### src/rtl/user_sobel_engine.sv
// user_sobel_engine: Sobel edge-magnitude engine with an OBI register slave.
//   Sweeps a 3x3 window over a W x H byte image held in a ROM and accumulates
//   the sum, maximum and above-threshold count of |gx|+|gy|.
//   Window fetch: 9 reads at the start of each row, 3 reads per column step.
// Ports:
//   clk_i, rst_i        clock, asynchronous active-high reset
//   obi_req_i/obi_rsp_o OBI slave (gnt = req, rvalid one cycle after grant)
//   rom_req_o/rom_addr_o single outstanding ROM byte read, held until rom_valid_i
//   rom_data_i/rom_valid_i ROM read data and its valid strobe
//   irq_o               level completion interrupt
// Optional feature: define USER_SOBEL_IRQ_EN to enable CTRL b2 (irq_en) and irq_o.
//   Without it, irq_o stays 0 and CTRL b2 is ignored.

package user_sobel_obi_pkg;
  typedef struct packed {
    int unsigned AddrWidth;
    int unsigned DataWidth;
    int unsigned IdWidth;
  } obi_cfg_t;

  localparam obi_cfg_t ObiDefaultConfig = '{AddrWidth: 32, DataWidth: 32, IdWidth: 4};

  typedef struct packed {
    logic        req;
    logic        we;
    logic [3:0]  be;
    logic [31:0] addr;
    logic [31:0] wdata;
    logic [3:0]  aid;
  } obi_req_t;

  typedef struct packed {
    logic        gnt;
    logic        rvalid;
    logic [31:0] rdata;
    logic        err;
    logic [3:0]  rid;
  } obi_rsp_t;
endpackage

module user_sobel_engine #(
  parameter user_sobel_obi_pkg::obi_cfg_t ObiCfg = user_sobel_obi_pkg::ObiDefaultConfig,
  parameter type obi_req_t = user_sobel_obi_pkg::obi_req_t,
  parameter type obi_rsp_t = user_sobel_obi_pkg::obi_rsp_t,
  parameter int unsigned PixelWidth = 8,
  parameter int unsigned MaxDim = 256,
  parameter int unsigned RomAddrW = 32
) (
  input  logic                  clk_i,
  input  logic                  rst_i,
  input  obi_req_t              obi_req_i,
  output obi_rsp_t              obi_rsp_o,
  output logic                  rom_req_o,
  output logic [RomAddrW-1:0]   rom_addr_o,
  input  logic [PixelWidth-1:0] rom_data_i,
  input  logic                  rom_valid_i,
  output logic                  irq_o
);
  localparam int unsigned MagW = PixelWidth + 4;
  localparam int unsigned GW   = PixelWidth + 3;

  typedef enum logic [1:0] {IDLE, FETCH, COMPUTE, DONE} state_e;

  state_e                state_q, state_d;
  logic [31:0]           dim_q, dim_d, base_q, base_d;
  logic [MagW-1:0]       thresh_q, thresh_d, max_q, max_d;
  logic [31:0]           sum_q, sum_d, count_q, count_d;
  logic                  done_q, done_d, err_q, err_d;
  logic                  irq_en_q, irq_en_d, irq_q, irq_d;
  logic [15:0]           x_q, x_d, y_q, y_d;
  logic [3:0]            idx_q, idx_d;
  logic                  pend_q, pend_d;
  logic [RomAddrW-1:0]   rom_addr_q, rom_addr_d;
  logic [PixelWidth-1:0] win_q [9];
  logic [PixelWidth-1:0] win_d [9];
  logic                  rvalid_q, rvalid_d, rerr_q, rerr_d;
  logic [31:0]           rdata_q, rdata_d;
  logic [3:0]            rid_q, rid_d;

  logic [15:0]     width, height;
  logic            busy, row_start, dims_bad, ctrl_err;
  logic [3:0]      fidx, last_idx, win_dest;
  logic [1:0]      row_off, col_off;
  logic [31:0]     row_idx, pix_addr;
  logic [GW-1:0]   gx_pos, gx_neg, gy_pos, gy_neg, gx, gy, abs_gx, abs_gy;
  logic [MagW-1:0] mag;
  logic [2:0]      reg_sel;
  logic [31:0]     wdata;
  logic            unused_obi;

  assign width     = dim_q[15:0];
  assign height    = dim_q[31:16];
  assign busy      = (state_q == FETCH) || (state_q == COMPUTE);
  assign row_start = (x_q == 16'd0);
  assign last_idx  = row_start ? 4'd8 : 4'd2;
  assign reg_sel   = obi_req_i.addr[4:2];
  assign wdata     = obi_req_i.wdata;
  assign dims_bad  = (width < 16'd3) || (height < 16'd3) ||
                     (32'(width) > MaxDim) || (32'(height) > MaxDim);
  // A start that arrives while busy is rejected unless abort is also set.
  assign ctrl_err  = wdata[0] & ~wdata[1] & busy;
  assign unused_obi = ^{obi_req_i.be, obi_req_i.addr[31:5], obi_req_i.addr[1:0]};

  // Address of the read about to be issued: the current index when idle on the
  // bus, or the following index when a response is accepted this cycle so the
  // next request goes out back-to-back.
  always_comb begin
    fidx = pend_q ? idx_q + 4'd1 : idx_q;
    if (row_start) begin
      if (fidx < 4'd3) begin
        row_off = 2'd0;
        col_off = fidx[1:0];
      end else if (fidx < 4'd6) begin
        row_off = 2'd1;
        col_off = 2'(fidx - 4'd3);
      end else begin
        row_off = 2'd2;
        col_off = 2'(fidx - 4'd6);
      end
    end else begin
      row_off = fidx[1:0];
      col_off = 2'd2;
    end
    row_idx  = 32'(y_q) + 32'(row_off);
    pix_addr = base_q + row_idx * 32'(width) + 32'(x_q) + 32'(col_off);
    // Row start fills the whole window; a column step fills only the right column.
    win_dest = row_start ? idx_q : 4'(idx_q * 4'd3 + 4'd2);
  end

  // Sobel kernels on the window (p0..p8 row-major); differences are two's complement.
  always_comb begin
    gx_pos = GW'(win_q[2]) + (GW'(win_q[5]) << 1) + GW'(win_q[8]);
    gx_neg = GW'(win_q[0]) + (GW'(win_q[3]) << 1) + GW'(win_q[6]);
    gy_pos = GW'(win_q[6]) + (GW'(win_q[7]) << 1) + GW'(win_q[8]);
    gy_neg = GW'(win_q[0]) + (GW'(win_q[1]) << 1) + GW'(win_q[2]);
    gx     = gx_pos - gx_neg;
    gy     = gy_pos - gy_neg;
    abs_gx = gx[GW-1] ? (~gx + GW'(1)) : gx;
    abs_gy = gy[GW-1] ? (~gy + GW'(1)) : gy;
    mag    = MagW'(abs_gx) + MagW'(abs_gy);
  end

  // Next-state: FSM progress first, then bus commands, so abort and start
  // override whatever the sweep would have done this cycle.
  always_comb begin
    state_d    = state_q;
    dim_d      = dim_q;
    base_d     = base_q;
    thresh_d   = thresh_q;
    sum_d      = sum_q;
    max_d      = max_q;
    count_d    = count_q;
    done_d     = done_q;
    err_d      = err_q;
    irq_en_d   = irq_en_q;
    x_d        = x_q;
    y_d        = y_q;
    idx_d      = idx_q;
    pend_d     = pend_q;
    rom_addr_d = rom_addr_q;
    win_d      = win_q;
    rvalid_d   = 1'b0;
    rdata_d    = '0;
    rerr_d     = 1'b0;
    rid_d      = rid_q;

    case (state_q)
      FETCH: begin
        if (!pend_q) begin
          pend_d     = 1'b1;
          rom_addr_d = RomAddrW'(pix_addr);
        end else if (rom_valid_i) begin
          win_d[win_dest] = rom_data_i;
          if (idx_q == last_idx) begin
            pend_d  = 1'b0;
            idx_d   = 4'd0;
            state_d = COMPUTE;
          end else begin
            idx_d      = idx_q + 4'd1;
            rom_addr_d = RomAddrW'(pix_addr);
          end
        end
      end
      COMPUTE: begin
        sum_d = sum_q + 32'(mag);
        if (mag > max_q) max_d = mag;
        if (mag > thresh_q) count_d = count_q + 32'd1;
        // Shift left; harmless on a row change because the next fetch refills all nine.
        win_d[0] = win_q[1]; win_d[1] = win_q[2];
        win_d[3] = win_q[4]; win_d[4] = win_q[5];
        win_d[6] = win_q[7]; win_d[7] = win_q[8];
        state_d  = FETCH;
        if (x_q + 16'd1 == width - 16'd2) begin
          x_d = 16'd0;
          y_d = y_q + 16'd1;
          if (y_q + 16'd1 == height - 16'd2) begin
            state_d = DONE;
            done_d  = 1'b1;
          end
        end else begin
          x_d = x_q + 16'd1;
        end
      end
      DONE:    state_d = IDLE;
      default: ;
    endcase

    if (obi_req_i.req) begin
      rvalid_d = 1'b1;
      rid_d    = obi_req_i.aid;
      if (obi_req_i.we) begin
        case (reg_sel)
          3'd0: begin
            if (ctrl_err) begin
              rerr_d = 1'b1;
            end else begin
`ifdef USER_SOBEL_IRQ_EN
              irq_en_d = wdata[2];
`endif
              if (wdata[1]) begin
                if (busy) begin
                  state_d = IDLE;
                  pend_d  = 1'b0;
                  idx_d   = 4'd0;
                  done_d  = 1'b0;
                end
              end else if (wdata[0]) begin
                sum_d   = '0;
                max_d   = '0;
                count_d = '0;
                done_d  = 1'b0;
                err_d   = 1'b0;
                x_d     = 16'd0;
                y_d     = 16'd0;
                idx_d   = 4'd0;
                pend_d  = 1'b0;
                if (dims_bad) begin
                  err_d   = 1'b1;
                  done_d  = 1'b1;
                  state_d = DONE;
                end else begin
                  state_d = FETCH;
                end
              end
            end
          end
          3'd1: begin
            done_d = 1'b0;
            err_d  = 1'b0;
          end
          3'd2: if (busy) rerr_d = 1'b1; else dim_d = wdata;
          3'd3: if (busy) rerr_d = 1'b1; else base_d = wdata;
          3'd4: if (busy) rerr_d = 1'b1; else thresh_d = wdata[MagW-1:0];
          default: rerr_d = 1'b1;
        endcase
      end else begin
        case (reg_sel)
          3'd0:    rdata_d = {29'd0, irq_en_q, 2'd0};
          3'd1:    rdata_d = {29'd0, err_q, done_q, busy};
          3'd2:    rdata_d = dim_q;
          3'd3:    rdata_d = base_q;
          3'd4:    rdata_d = 32'(thresh_q);
          3'd5:    rdata_d = sum_q;
          3'd6:    rdata_d = 32'(max_q);
          default: rdata_d = count_q;
        endcase
      end
    end

    // irq_en only ever becomes 1 when the interrupt feature is compiled in.
    irq_d = done_d & irq_en_d;
  end

  always_ff @(posedge clk_i or posedge rst_i) begin
    if (rst_i) begin
      state_q    <= IDLE;
      dim_q      <= '0;
      base_q     <= '0;
      thresh_q   <= '0;
      sum_q      <= '0;
      max_q      <= '0;
      count_q    <= '0;
      done_q     <= 1'b0;
      err_q      <= 1'b0;
      irq_en_q   <= 1'b0;
      irq_q      <= 1'b0;
      x_q        <= '0;
      y_q        <= '0;
      idx_q      <= '0;
      pend_q     <= 1'b0;
      rom_addr_q <= '0;
      for (int i = 0; i < 9; i++) win_q[i] <= '0;
      rvalid_q   <= 1'b0;
      rdata_q    <= '0;
      rerr_q     <= 1'b0;
      rid_q      <= '0;
    end else begin
      state_q    <= state_d;
      dim_q      <= dim_d;
      base_q     <= base_d;
      thresh_q   <= thresh_d;
      sum_q      <= sum_d;
      max_q      <= max_d;
      count_q    <= count_d;
      done_q     <= done_d;
      err_q      <= err_d;
      irq_en_q   <= irq_en_d;
      irq_q      <= irq_d;
      x_q        <= x_d;
      y_q        <= y_d;
      idx_q      <= idx_d;
      pend_q     <= pend_d;
      rom_addr_q <= rom_addr_d;
      win_q      <= win_d;
      rvalid_q   <= rvalid_d;
      rdata_q    <= rdata_d;
      rerr_q     <= rerr_d;
      rid_q      <= rid_d;
    end
  end

  always_comb begin
    obi_rsp_o        = '0;
    obi_rsp_o.gnt    = obi_req_i.req;
    obi_rsp_o.rvalid = rvalid_q;
    obi_rsp_o.rdata  = rdata_q;
    obi_rsp_o.err    = rerr_q;
    obi_rsp_o.rid    = rid_q;
  end

  assign rom_req_o  = pend_q;
  assign rom_addr_o = rom_addr_q;
  assign irq_o      = irq_q;
endmodule

### config.mk
export PLATFORM = sky130hd
export DESIGN_NAME = user_sobel_engine
export DESIGN_NICKNAME = d
export VERILOG_FILES = /design/src/rtl/user_sobel_engine.sv
export SDC_FILE = /design/constraint.sdc
export NUM_CORES = 2
export LEC_CHECK = 0
export ABC_AREA = 1
export CAP_MARGIN = 20
export CORE_MARGIN = 2
export CORE_UTILIZATION = 40
export CTS_CLUSTER_DIAMETER = 40
export DETAILED_ROUTE_END_ITERATION = 7
export MAX_ROUTING_LAYER = met4
export PLACE_DENSITY = 0.56
export SYNTH_ARGS = -nofsm -noshare
export SYNTH_HDL_FRONTEND = slang
export SYNTH_SLANG_ARGS = --single-unit
### constraint.sdc
create_clock -name clk_i -period 15 [get_ports clk_i]
set_clock_uncertainty 0.15 [all_clocks]
set_input_delay 3 -clock clk_i [delete_from_list [all_inputs] [get_ports clk_i]]
set_output_delay 3 -clock clk_i [all_outputs]
set_load 0.05 [all_outputs]
# Word level (Yosys, flattened, before mapping)
# Cells that the tools add are included.
# totals
input_bits	85
ff_bits	335
output_inout_bits	73
# op_classes
n_mux	121
n_addsub	27
multipliers	2
eq_ne	19
bitwise	7
n_lt_le_gt_ge	10
reduce_logical	17
# op_table
operator	count
two-way mux 32 bit	20
two-way mux 16 bit	16
case mux 32 bit (7 select lines)	1
two-way mux 72 bit	2
two-way mux 12 bit	8
case mux 16 bit (2 select lines)	3
bitwise mux 72 bit	1
two-way mux 4 bit	14
adder 10 x 8 -> 11 bit	4
adder 8 x 9 -> 10 bit	4
two-way mux 2 bit	19
adder 16 x 1 -> 16 bit (second input constant)	2
adder 32 x 1 -> 32 bit (second input constant)	1
adder 32 x 12 -> 32 bit	1
adder 32 x 16 -> 32 bit	1
adder 32 x 2 -> 32 bit	1
adder 32 bit	1
demux 8 bit (select 4 bit)	1
equality test 16 bit	2
greater-than comparator 16 x 9 -> 1 bit (second input constant)	2
less-than comparator 16 x 2 -> 1 bit (second input constant)	2
multiplier 17 x 16 -> 32 bit	1
subtractor 16 x 2 -> 16 bit (second input constant)	2
two-way mux 1 bit	29
38 further kinds	65

# Logic depth before layout (Yosys ltp)
# depth
depth_word	16
depth_mapped	46
mapped_depth_nobuf	46

# Least setup slack after synthesis
# No wires, ideal clock.
# synth_timing
path_type	reg-to-reg
startpoint	reg idx_q[0]
endpoint	reg rom_addr_q[31] (netlist: rom_addr_o[31])
path_stages_with_launch	45
path_slack_ns	6.617
setup_time_ns	0.118
n_path_buf	2
period_less_slack_ns	8.383
arrival_ns	8.115
cell_sequence	dfrtp_1 -> clkbuf_1 -> inv_1 -> ha_1 -> nand2_1 -> o21a_1 -> inv_1 -> nor2_1 -> nor2_1 -> nor2_1 -> nand2_1 -> o21ai_0 -> ha_1 -> inv_1 -> fa_1 -> nor2_1 -> inv_1 -> nor2_1 -> (+9 left out) -> inv_1 -> fa_1 -> fa_1 -> inv_1 -> fa_1 -> inv_1 -> ha_1 -> nand2_1 -> nor2_1 -> nand4_1 -> o21ai_0 -> a21boi_0 -> o21bai_1 -> nand3_1 -> nand2_1 -> nand2_1 -> nand3_1 -> nand2_1
# synth_via
elab_chain_len	14
# synth_rtl
element	line	rtl
start, declared	71	logic [3:0] idx_q, idx_d;
start signal, assigned	311	idx_q <= idx_d;
adder 4 x 1 -> 4 bit	108	fidx = pend_q ? idx_q + 4'd1 : idx_q;
two-way mux 4 bit	108	
less-than comparator 4 x 3 -> 1 bit	113	end else if (fidx < 4'd6) begin
two-way mux 2 bit	113	
two-way mux 2 bit	110	if (fidx < 4'd3) begin
two-way mux 2 bit	109	if (row_start) begin
adder 16 x 2 -> 17 bit	124	row_idx = 32'(y_q) + 32'(row_off);
multiplier 17 x 16 -> 32 bit	125	pix_addr = base_q + row_idx * 32'(width) + 32'(x_q) + 32'(col_off);
adder 32 bit	125	
adder 32 x 16 -> 32 bit	125	
adder 32 x 2 -> 32 bit	125	
two-way mux 32 bit	174	if (idx_q == last_idx) begin
two-way mux 32 bit	172	end else if (rom_valid_i) begin
two-way mux 32 bit	169	if (!pend_q) begin
end signal, assigned	313	rom_addr_q <= rom_addr_d;
end, declared	73	logic [RomAddrW-1:0] rom_addr_q, rom_addr_d;
# Parallel ways exist; a longest one is shown, timed or not. The select of a mux whose other input is x is not followed.
# A chain may end at the register's enable or synchronous reset.

# Worst setup path after layout
# Ends and elaborated chain as after synthesis.

==> out/qor.csv <==
metric;value;unit
DP HPWL;79800;microns
accumulated negative setup slack;0;ns
Yosys top cell by area;dfrtp_1;
maximum level of the CTS H-tree;3;
syn nets;4868;
worst-margin pin slew;1.09;ns
failing checks;DRC;
max-cap check violation count;0;
min setup slack post-route;4.41;ns
outcome;finished, violations left;
area share of the leading cell type in the synthesized netlist;25.6;%
global-route layer with the greatest usage;met2;
final weighted congestion in routability-driven placement;0.903;
nets;4966;
Initial DRT Pass Iterations;8;
via count of the first global-routing pass;28223;
synthesis-to-layout area growth;15.1;%
clock tree from TritonCTS;yes;
cell row count;104;
number of DRC markers in iteration 0;1934;
Setup Crit Path Kind;reg2reg;
Die X;290;microns
most common cell after layout, fill and taps aside;inv_1;
maximum single-stage delay on the critical path;0.81;ns
clk_lat worst skew;0.63;ns
nature of the critical path endpoint;register;
total clock buffers created by CTS;72;
Wirelength per Cell;18.5;microns
met3 usage;2.88;%
reg-to-reg startpoint;idx_q[0];
met2 routing resource usage after global routing;40.8;%
fraction of layout cells with a size suffix above 1;4.99;%
Distinct cells, synth;58;
Sink Count;335;
post-detailed-routing wire length;101000;microns
maximum number of pins on one net before global-route repair;163;
post-CTS resize count;0;
summed instance area of the synthesized netlist;32700;sq um
sort of element at the start of the critical path;register;
number of setup violations in the final report;0;
worst slack, placed;4.30;ns
antenna violations before repair;6;
met1 Usage GRT;33.4;%
fraction of synthesis flops using an asynchronous set or reset pin;100;%
path class of the lowest-slack min-delay path;reg2reg;
final worst-path cycle share;70.6;%
Worst setup startpoint;idx_q[0];
Hold Crit Depth;2;
root buffer cell;clkbuf_16;
required arrival time at the worst endpoint;15.35;ns
synthesized instance count;4273;
Via density;5.07;
top cells by area, synth;dfrtp_1, fa_1, inv_1;
cell type of the slowest stage on the worst timing path;xor2_1;
clock buffer depth;3;
via count;27842;
DRC errors left;2;
Post-synth EDFFs;0;
non-filler instance count after layout;5492;
Starting Density;40.5;%
wire length of the first global-routing pass;161000;microns
primary flip-flop cell chosen by synthesis mapping;dfrtp_1;
Routed Antenna Nets;0;
Cell Count Post-Placement;5355;
cts-stage hold buffer count;0;
synthesis warning total;0;
mean post-synth cell area;7.65;sq um
num ports;158;
total congestion overflow;0;
Arr. time, crit path;10.94;ns
Fillers;8112;
floorplan die area;84000;sq um
Die Y;290;microns
GRT Resource Usage Total;25.3;%
clock transition at the register clock pins on the worst setup and hold paths after CTS;0.04;ns
most frequent cells in the layout;inv_1, nand2_1, nor2_1, dfrtp_1, fa_1;
min Tclk post-route;10.59;ns
CP Max Fanout;10;
achievable frequency;0.0944;GHz
RSZ-0062 raised after global routing;no;
final-report hold violation count;0;
cell repeated most along the worst path;inv_1;
hold path start;rom_addr_o[1];
number of flip-flops and latches in the synthesized netlist;335;
Relative slew margins;27.3;%
number of buffers inserted by port buffering;123;
total setup buffers inserted after CTS;0;
max-slew violations;0;
proportion of synthesized chip area in sequential cells;25.6;%
logic depth of the worst register-to-register path;41;
core box area;80700;sq um
==> sequential cells by signal, summed over array words and instances (netlist names) <==
name and count:
idx_q 4, rid_q 4, rerr_q 1, rom_addr_o 32, state_q 2, y_q 16
rvalid_q 1, count_q 32, thresh_q 12, sum_q 32, max_q 12, err_q 1
base_q 32, rdata_q 32, x_q 16, win_q 72, dim_q 32, done_q 1
rom_req_o 1
==> critical path: cells and delay by family, from the launching register on <==
kind,cells,cell delay [ns]
xor+xnor,1,0.81
buf+inv,9,1.30
flops,1,0.59
simple gates,16,1.90
compound gates,5,1.49
fa+ha+maj,10,4.25
==> cell type report <==
class / instances / area, sq um / area share (%)
multi-input combinational: 2882 / 20300 / 53.9
sequential: 335 / 8380 / 22.3
antenna: 3 / 7.51 / 0.0200
inverter: 933 / 3510 / 9.34
clock inverter: 46 / 731 / 1.94
timing repair buffer: 147 / 1440 / 3.84
clock buffer: 86 / 1940 / 5.15
tap: 1060 / 1330 / 3.53
==> Yosys cell counts, types with 4 or more instances <==
cell and count:
inv_1 914, nand2_1 898, nor2_1 378, dfrtp_1 335, fa_1 320, o21ai_0 312
ha_1 190, a21oi_1 174, nand3_1 144, clkbuf_1 91, xor2_1 70, o22ai_1 61
nand4_1 53, nor3_1 53, xnor2_1 42, o21ai_1 22, a221oi_1 21, o221ai_1 17
a211oi_1 12, buf_2 12, clkinv_1 11, o21bai_1 9, buf_4 8, nand2_2 8
nor2_4 8, o211ai_1 8, a21oi_4 7, inv_2 7, nand2_4 7, nand3b_1 7
buf_1 6, nor2_2 6, o21a_1 6, buf_6 5, a21boi_0 4, a21o_1 4
a31oi_1 4, nor4_1 4, o31ai_1 4, or2_2 4
==> worst paths after layout <==
| kind | endpoint | slack, ns |
|---|---|---|
| worst max-delay path | rom_addr_o[31] | 4.41 |
| worst min-delay path | rom_addr_o[1] | 0.32 |
| worst max register to register | rom_addr_o[31] | 4.41 |
| worst min register to register | rom_addr_o[1] | 0.32 |
| max in group asynchronous | rdata_q[14] | 9.63 |
| min in group asynchronous | rom_addr_o[1] | 2.86 |
==> metal layers <==
metal  routed length [microns]  vias to the layer above
met5                         0                        -
met3                      5120                      188
met2                     47200                      734
li1                          -                    13503
met1                     45800                    13417
met4                      3220                        0
==> cell families after synthesis <==
family,Yosys count,synth area share [%]
buffers and inverters,1056,12.4
and+or+nand+nor,1588,20.4
xor gates and xnor gates,112,3.00
AOI/OAI and AO/OA,671,11.7
other,1,0.0115
adders and majority gates,510,26.9
DFF,335,25.6
==> metrics by stage <==
| step | util (%) | hold slack (ns) | instance area [sq um] |
|---|---|---|---|
| after floorplan | - | 0.303 | 32700 |
| after global placement | 43.3 | 0.305 | 34900 |
| after detailed placement | 43.3 | 0.308 | 34900 |
| after CTS | 46.6 | 0.319 | 37600 |
| after global routing | 46.6 | 0.346 | 37600 |
| final | 46.6 | 0.317 | 37600 |
Power is not shown: default switching activity piles up to over one toggle a cycle in this logic, so the estimate is an artifact.
